$ cat src/rtl/spike_rate_encoder_if.sv
// Load/step/spike bus of the rate encoder. The bench or controller drives the master
// side and the encoder is the slave.
//
// Handshake: a load transfers on a rising clk edge where load_valid && load_ready
// are both high. load_valid may be held and is ignored while load_ready is low.
// step/abort are single-cycle strobes with no ready. spike_valid/done are one-cycle
// pulses with no back-pressure.
interface spike_rate_encoder_if #(
  parameter int NUM_INPUTS = 8,
  parameter int DATA_W     = 8,
  parameter int WINDOW_W   = 8
);
  logic                         load_valid;
  logic                         load_ready;
  logic [NUM_INPUTS*DATA_W-1:0] intensity;
  logic [WINDOW_W-1:0]          window_len;
  logic                         step;
  logic                         abort;
  logic [NUM_INPUTS-1:0]        spike_out;
  logic                         spike_valid;
  logic                         busy;
  logic                         done;
  logic [1:0]                   fsm_state;  // 0 IDLE, 1 RUN, 2 DONE

  modport master (
    output load_valid, intensity, window_len, step, abort,
    input  load_ready, spike_out, spike_valid, busy, done, fsm_state
  );

  modport slave (
    input  load_valid, intensity, window_len, step, abort,
    output load_ready, spike_out, spike_valid, busy, done, fsm_state
  );
endinterface

$ cat src/rtl/spike_rate_encoder.sv
// Rate-coding spike generator. Each channel has a phase accumulator. A spike is the
// accumulator carry, so channel i fires at intensity/2^DATA_W per accepted step.
module spike_rate_encoder #(
  parameter int NUM_INPUTS = 8,
  parameter int DATA_W     = 8,
  parameter int WINDOW_W   = 8
) (
  input  logic                 clk,
  input  logic                 reset_n,
  spike_rate_encoder_if.slave  bus
);

  typedef enum logic [1:0] {
    IDLE = 2'd0,
    RUN  = 2'd1,
    DONE = 2'd2
  } state_t;

  state_t                       state;
  logic [NUM_INPUTS*DATA_W-1:0] int_q;
  logic [NUM_INPUTS*DATA_W-1:0] acc_q;
  logic [NUM_INPUTS*DATA_W-1:0] acc_next;
  logic [NUM_INPUTS-1:0]        carry;
  logic [WINDOW_W-1:0]          win_q;
  logic [WINDOW_W-1:0]          step_cnt;
  logic                         load_ready_q;
  logic                         busy_q;
  logic                         done_q;
  logic                         spike_valid_q;
  logic [NUM_INPUTS-1:0]        spike_q;

  // The widened sum keeps the carry, which is the spike for this step.
  for (genvar i = 0; i < NUM_INPUTS; i++) begin : g_ch
    logic [DATA_W:0] sum;
    assign sum = {1'b0, acc_q[i*DATA_W +: DATA_W]} + {1'b0, int_q[i*DATA_W +: DATA_W]};
    assign acc_next[i*DATA_W +: DATA_W] = sum[DATA_W-1:0];
    assign carry[i] = sum[DATA_W];
  end

  always_ff @(posedge clk or negedge reset_n) begin
    if (!reset_n) begin
      state         <= IDLE;
      int_q         <= '0;
      win_q         <= '0;
      acc_q         <= '0;
      step_cnt      <= '0;
      load_ready_q  <= 1'b1;
      busy_q        <= 1'b0;
      done_q        <= 1'b0;
      spike_valid_q <= 1'b0;
      spike_q       <= '0;
    end else begin
      spike_valid_q <= 1'b0;
      spike_q       <= '0;
      done_q        <= 1'b0;
      case (state)
        IDLE: begin
          if (bus.load_valid && load_ready_q) begin
            int_q        <= bus.intensity;
            win_q        <= bus.window_len;
            acc_q        <= '0;
            step_cnt     <= '0;
            load_ready_q <= 1'b0;
            // A zero-length window skips RUN and only reports completion.
            if (bus.window_len == '0) begin
              state  <= DONE;
              done_q <= 1'b1;
            end else begin
              state  <= RUN;
              busy_q <= 1'b1;
            end
          end
        end
        RUN: begin
          if (bus.abort) begin
            state        <= IDLE;
            busy_q       <= 1'b0;
            load_ready_q <= 1'b1;
            acc_q        <= '0;
            step_cnt     <= '0;
          end else if (bus.step) begin
            acc_q         <= acc_next;
            spike_q       <= carry;
            spike_valid_q <= 1'b1;
            step_cnt      <= step_cnt + 1'b1;
            // win_q is non-zero here, so this compare never underflows.
            if (step_cnt == win_q - 1'b1) begin
              state  <= DONE;
              busy_q <= 1'b0;
              done_q <= 1'b1;
            end
          end
        end
        DONE: begin
          state        <= IDLE;
          load_ready_q <= 1'b1;
          if (bus.abort) begin
            acc_q    <= '0;
            step_cnt <= '0;
          end
        end
        default: begin
          state        <= IDLE;
          load_ready_q <= 1'b1;
          busy_q       <= 1'b0;
        end
      endcase
    end
  end

  assign bus.load_ready  = load_ready_q;
  assign bus.busy        = busy_q;
  assign bus.done        = done_q;
  assign bus.spike_valid = spike_valid_q;
  assign bus.spike_out   = spike_q;
  assign bus.fsm_state   = state;

endmodule
$ cat src/flat_wrapper.sv
// flat-port wrapper written by rule: the top's interface ports become plain ports
module spike_rate_encoder_flat 
#(
  parameter int NUM_INPUTS = 8,
  parameter int DATA_W     = 8,
  parameter int WINDOW_W   = 8
)
  (clk, reset_n, bus_load_valid, bus_intensity, bus_window_len, bus_step, bus_abort, bus_load_ready, bus_spike_out, bus_spike_valid, bus_busy, bus_done, bus_fsm_state);
  spike_rate_encoder_if #(.NUM_INPUTS(NUM_INPUTS), .DATA_W(DATA_W), .WINDOW_W(WINDOW_W)) bus_i ();
  input  logic clk;
  input  logic reset_n;
  input wire logic [$bits(bus_i.load_valid)-1:0] bus_load_valid;
  input wire logic [$bits(bus_i.intensity)-1:0] bus_intensity;
  input wire logic [$bits(bus_i.window_len)-1:0] bus_window_len;
  input wire logic [$bits(bus_i.step)-1:0] bus_step;
  input wire logic [$bits(bus_i.abort)-1:0] bus_abort;
  output wire logic [$bits(bus_i.load_ready)-1:0] bus_load_ready;
  output wire logic [$bits(bus_i.spike_out)-1:0] bus_spike_out;
  output wire logic [$bits(bus_i.spike_valid)-1:0] bus_spike_valid;
  output wire logic [$bits(bus_i.busy)-1:0] bus_busy;
  output wire logic [$bits(bus_i.done)-1:0] bus_done;
  output wire logic [$bits(bus_i.fsm_state)-1:0] bus_fsm_state;
  assign bus_i.load_valid = bus_load_valid;
  assign bus_i.intensity = bus_intensity;
  assign bus_i.window_len = bus_window_len;
  assign bus_i.step = bus_step;
  assign bus_i.abort = bus_abort;
  assign bus_load_ready = bus_i.load_ready;
  assign bus_spike_out = bus_i.spike_out;
  assign bus_spike_valid = bus_i.spike_valid;
  assign bus_busy = bus_i.busy;
  assign bus_done = bus_i.done;
  assign bus_fsm_state = bus_i.fsm_state;
  spike_rate_encoder #(.NUM_INPUTS(NUM_INPUTS), .DATA_W(DATA_W), .WINDOW_W(WINDOW_W)) u_core (.clk(clk), .reset_n(reset_n), .bus(bus_i));
endmodule
$ cat config.mk
export PLATFORM = sky130hd
export DESIGN_NAME = spike_rate_encoder_flat
export DESIGN_NICKNAME = d
export VERILOG_FILES = /design/src/rtl/spike_rate_encoder_if.sv /design/src/rtl/spike_rate_encoder.sv /design/src/flat_wrapper.sv
export SDC_FILE = /design/constraint.sdc
export NUM_CORES = 1
export LEC_CHECK = 0
export CAP_MARGIN = 20
export CORE_MARGIN = 4
export CORE_UTILIZATION = 30
export DETAILED_ROUTE_END_ITERATION = 10
export PLACE_DENSITY_LB_ADDON = 0.08
export SYNTH_ARGS = -nofsm -noshare
export SYNTH_HDL_FRONTEND = slang
export SYNTH_SLANG_ARGS = --single-unit
$ cat constraint.sdc
create_clock -name clk -period 2.23 [get_ports clk]
set_clock_uncertainty 0.2 [all_clocks]
set_input_delay 0.223 -clock clk [delete_from_list [all_inputs] [get_ports clk]]
set_output_delay 0.223 -clock clk [all_outputs]
set_load 0.02 [all_outputs]
; After elaboration in Yosys (flattened, before gate mapping)
; Index checks and enable logic that the tools add are counted.
[totals]
register_bits = 158
word_cells = 76
[op_classes]
n_addsub = 10
eq_ne = 9
n_mux = 37
bitwise = 1
reduce_logical = 9
[ops]
columns = op, n
row1 = two-way mux 64 bit, 4
row2 = one-hot mux 64 bit (3 select lines), 1
row3 = adder 8 x 8 -> 9 bit, 8
row4 = two-way mux 8 bit, 7
row5 = one-hot mux 8 bit (3 select lines), 1
row6 = two-way mux 1 bit, 15
row7 = two-way mux 2 bit, 5
row8 = "adder 8 x 1 -> 8 bit, second input constant", 1
row9 = equality test 8 bit, 1
row10 = logical NOT 8 bit, 1
row11 = "subtractor 8 x 1 -> 8 bit, second input constant", 1
row12 = "!= test 2 bit, second input constant", 3
row13 = AND reduction 5 bit, 1
row14 = one-hot mux 1 bit (2 select lines), 2
row15 = one-hot mux 2 bit (2 select lines), 1
row16 = AND reduction 2 bit, 2
row17 = AND reduction 4 bit, 1
row18 = "!= test 3 x 2 -> 1 bit, second input constant", 1
row19 = "!= test 3 bit, second input constant", 1
row20 = one-hot mux 1 bit (3 select lines), 1
row21 = AND reduction 3 bit, 1
row22 = nonzero test 3 bit, 1
row23 = "equality test 2 x 1 -> 1 bit, second input constant", 1
row24 = "equality test 2 bit, second input constant", 1
row25 = 4 further kinds, 4

; Depth between registers and ports, before layout
[depth]
word_depth = 6
depth_mapped = 9
depth_no_buf = 7

; Worst setup path before layout
; OpenSTA, ideal clock, no wires.
[synth_timing]
path_kind = flip-flop to flip-flop
from = register u_core.acc_q[48]
to = register u_core.acc_q[54]
setup_ps = 122
arrival_time_ps = 2033
required_ps = 1908
setup_slack_ps = -125
path_stages_with_launch = 8
path_buffers = 0
path_cell_list = dfrtp_1 -> ha_1 -> fa_1 -> a21o_1 -> a21oi_1 -> o21bai_1 -> a211o_1 -> a32o_1
[synth_between]
elab_chain_len = 4
[synth_rtl]
columns = item, line
row1 = from (decl), spike_rate_encoder.sv:21  ; logic [NUM_INPUTS*DATA_W-1:0] acc_q;
row2 = from (signal assigned), spike_rate_encoder.sv:82  ; acc_q <= acc_next;
row3 = adder 8 x 8 -> 9 bit, spike_rate_encoder.sv:35  ; assign sum = {1'b0, acc_q[i*DATA_W +: DATA_W]} + {1'b0, int_q[i*DATA_W +: DATA_W]};
row4 = two-way mux 64 bit, spike_rate_encoder.sv:81  ; end else if (bus.step) begin
row5 = two-way mux 64 bit, spike_rate_encoder.sv:75  ; if (bus.abort) begin
row6 = one-hot mux 64 bit (3 select lines), spike_rate_encoder.sv:56  ; case (state)
; Every way passes these cells. The select of a mux whose other input is x is not followed.
; A chain may end at the register's enable or synchronous reset.

; Final worst setup path
[layout_timing]
from = register u_core.acc_q[32]
to = register u_core.acc_q[38]
; Same word-level chain as after synthesis.

==> impl_metrics.json <==
{
  "status": "finished with violations",
  "violations": "negative setup slack",
  "placed_cells_incl_taps": 1464,
  "place.gp.congestion": 0.737,
  "yosys_warnings": 0,
  "cp-start-kind": "flop",
  "worst_pin_slew_ns": 0.419,
  "worst-r2r-setup-slack_ns": -0.02,
  "syn-num-nets": 1096,
  "rows": 62,
  "drtAntennaViolNets": 0,
  "critical_path.max_stage_delay_ns": 0.39,
  "drt_first_pass_iters": 4,
  "syn_area_per_cell_sq_um": 9.28,
  "antenna_found_initial": 0,
  "dieArea_sq_um": 32000,
  "maxCapViolations": 0,
  "p_per_area_nw_per_um2": 529,
  "synth_cell_types": 48,
  "grt_start_max_net_pins": 79,
  "synth_flop_cell": "dfrtp_1",
  "most-common-layout-cells": "nand2_1, dfrtp_1, clkdlybuf4s50_1",
  "wl_per_cell_um": 14.8,
  "layout_setup_ws_ns": -0.0214,
  "fin_crit_ns": 2.25,
  "critPathBufInv": 0,
  "cts_root_buffer": "clkbuf_16",
  "synthSimpleGateAreaFrac_pct": 22.5,
  "dr.first_iter.drc_count": 281,
  "core_area_sq_um": 28800,
  "drive_gt1_share_pct": 15.4,
  "htree_levels": 4,
  "grt_setup_unrepaired": "yes",
  "clock_latency_ns": 0.42,
  "critical_path.top_delay_family": "compound AO/OA/AOI/OAI gates",
  "numCtsBuffers": 17,
  "synth_edf_count": 0,
  "critPathKind": "flop to flop",
  "clk_pin_slew_ns": 0.06,
  "syn_area_sq_um": 8770,
  "synth_compound_area_share_pct": 15.0,
  "synth_top_family_by_area": "simple AND/OR/NAND/NOR gates",
  "async_reset_ff_share_pct": 100,
  "setup_viol": 1,
  "worstPathArrival_ns": 2.36,
  "viasPerCell": 4.75,
  "synth_seq_cells": 158,
  "leakagePower_nw": 5.73,
  "grt_pass1_vias": 7442,
  "die-width_um": 179,
  "final_common_cell": "nand2_1",
  "final_nets": 1261,
  "clock_sinks": 158,
  "drc": 0,
  "clockBufferDepth": 2,
  "cts_tree": "built",
  "crit_slowest_cell": "dfrtp_1",
  "drt-total-wl_um": 22400,
  "gr-total-overflow": 0,
  "setup.worst_path.end_class": "flop",
  "vias": 7163,
  "synth_cells": 945,
  "synthMuxAreaShare_pct": 0.114,
  "hp-class": "input pin to asynchronous set/reset pin",
  "slew_violations": 0,
  "initial_core_util_pct": 30.5,
  "die_y_um": 179,
  "cp_max_fo": 3,
  "ys_seq_area_share_pct": 45.1,
  "io_buffers": 90,
  "fin_crit_sh_pct": 101,
  "grt_usage_pct": 14.5,
  "critical_path_required_ns": 2.34,
  "hold_viol_final": 0,
  "grt_pass1_wl_um": 37500,
  "synthXorXnorAreaFrac_pct": 3.70,
  "synthAdderAreaFrac_pct": 11.2,
  "area_growth_pct": 32.9,
  "ir_drop_mv": 0.425,
  "path_cells": "ha_2 -> fa_2 -> a21o_1 -> a21oi_2 -> o21bai_1 -> a211o_1 -> a32o_1",
  "layout.cells.non_filler": 1507,
  "slew_headroom_pct": 72.0,
  "post-place-ws_ns": -0.0740,
  "diodes": 0,
  "max_freq_mhz": 444,
  "pin_count": 91,
  "dp_hpwl_um": 15700
}
[what timing repair did]
item / in CTS / in global routing
buffers inserted: 1 / 9
hold buffers: 1 / 0
resized for setup: 14 / 28
endpoints found under the setup margin: 15 / 20
endpoints found under the hold margin: 157 / 0
pin swaps: 8 / 35
[where the power goes]
| part | switching, mW | internal [mW] | leakage, nW |
|---|---|---|---|
| registers | 0 | 2.87 | 2.17 |
| clock network | 1.20 | 1.87 | 0.287 |
| logic | 0.0895 | 0.132 | 3.28 |
[through the flow]
step                      utilization, %  power [mW]  TNS, ns  cell area, sq um  hold slack [ns]
after CTS                           39.8        6.28  -0.0892             11500           0.0873
after detailed placement            37.5        3.15   -0.535             10800          -0.0335
after global routing                40.5        6.42   -0.203             11700            0.102
after global placement              37.5        3.15   -0.402             10800          -0.0374
after floorplan                        -        2.92  -0.0213              8810           -0.273
final                               40.5        6.16  -0.0214             11700           0.0811
[flip-flops by register name (all words and copies together), names as in the netlist]
register / cells
u_core.bus.load_ready: 1
u_core.bus.done: 1
u_core.bus.spike_valid: 1
u_core.win_q: 8
u_core.bus.busy: 1
u_core.bus.fsm_state: 2
u_core.acc_q: 64
u_core.int_q: 64
u_core.bus.spike_out: 8
u_core.step_cnt: 8
[final cells by class]
class                      count  area (sq um)
clock buffer                  21           440
clock inverter                11           166
fill                        2870         17100
inverter                      14          52.6
multi-input combinational    736          4830
sequential                   158          3960
tap                          384           480
timing repair buffer         183          1720
[kinds of logic (layout without fill, tap and decap cells)]
logic type | Yosys count | after routing
and+or+nand+nor | 427 | 427
AOI/OAI and AO/OA | 197 | 197
DFF | 158 | 158
adders and majority gates | 74 | 74
buffers and inverters | 51 | 229
xor gates and xnor gates | 37 | 37
muxes | 1 | 1
[routing by layer]
layer  wire, um  share of wire [%]  up-vias  track usage, %
li1           -                  -     3656               -
met1      11400                 51     3406            20.3
met2      10100                 45       87            23.5
met3        610                2.7       14            2.28
met4        234                1.0        0            3.77
met5          0                  0        -               0
[cells in the mapped netlist (3+ instances only)]
cell type	instances	area share (%)
a2111oi_0	8	0.80
a211o_1	9	0.90
a21o_1	24	2.1
a21oi_1	46	2.6
a22o_1	17	1.7
a32o_1	8	0.91
buf_1	4	0.17
buf_2	5	0.29
clkbuf_1	27	1.2
dfrtp_1	157	45
fa_1	8	1.8
ha_1	66	9.4
inv_1	14	0.60
nand2_1	258	11
nand2b_1	9	0.64
nand3_1	13	0.74
nand3b_1	18	1.5
nand4_1	10	0.71
nand4b_1	7	0.70
nor2_1	46	2.0
nor2b_1	10	0.71
nor3_1	14	0.80
nor3b_1	17	1.5
nor4_1	3	0.21
o21ai_0	47	2.7
o21bai_1	9	0.77
o31ai_1	15	1.3
or4_1	16	1.4
xnor2_1	32	3.2
xor2_1	5	0.50
[worst reg2reg max path: stages (launching register included)]
cell	delay, ns
dfrtp_1	0.39
ha_2	0.21
fa_2	0.36
a21o_1	0.17
a21oi_2	0.19
o21bai_1	0.09
a211o_1	0.29
a32o_1	0.25
[final timing paths]
check                                                to                    startpoint  cells past startpoint
max                        u_core.acc_q[38]$_DFFE_PN0P_  u_core.acc_q[32]$_DFFE_PN0P_                      7
min                        u_core.int_q[33]$_DFFE_PN0P_                       reset_n                      2
max reg2reg                u_core.acc_q[38]$_DFFE_PN0P_  u_core.acc_q[32]$_DFFE_PN0P_                      7
min reg2reg                u_core.int_q[20]$_DFFE_PN0P_  u_core.int_q[20]$_DFFE_PN0P_                      2
max in group asynchronous  u_core.int_q[20]$_DFFE_PN0P_                       reset_n                      3
min in group clk            u_core.int_q[2]$_DFFE_PN0P_              bus_intensity[2]                      3
Power figures use the tool's default switching activity.
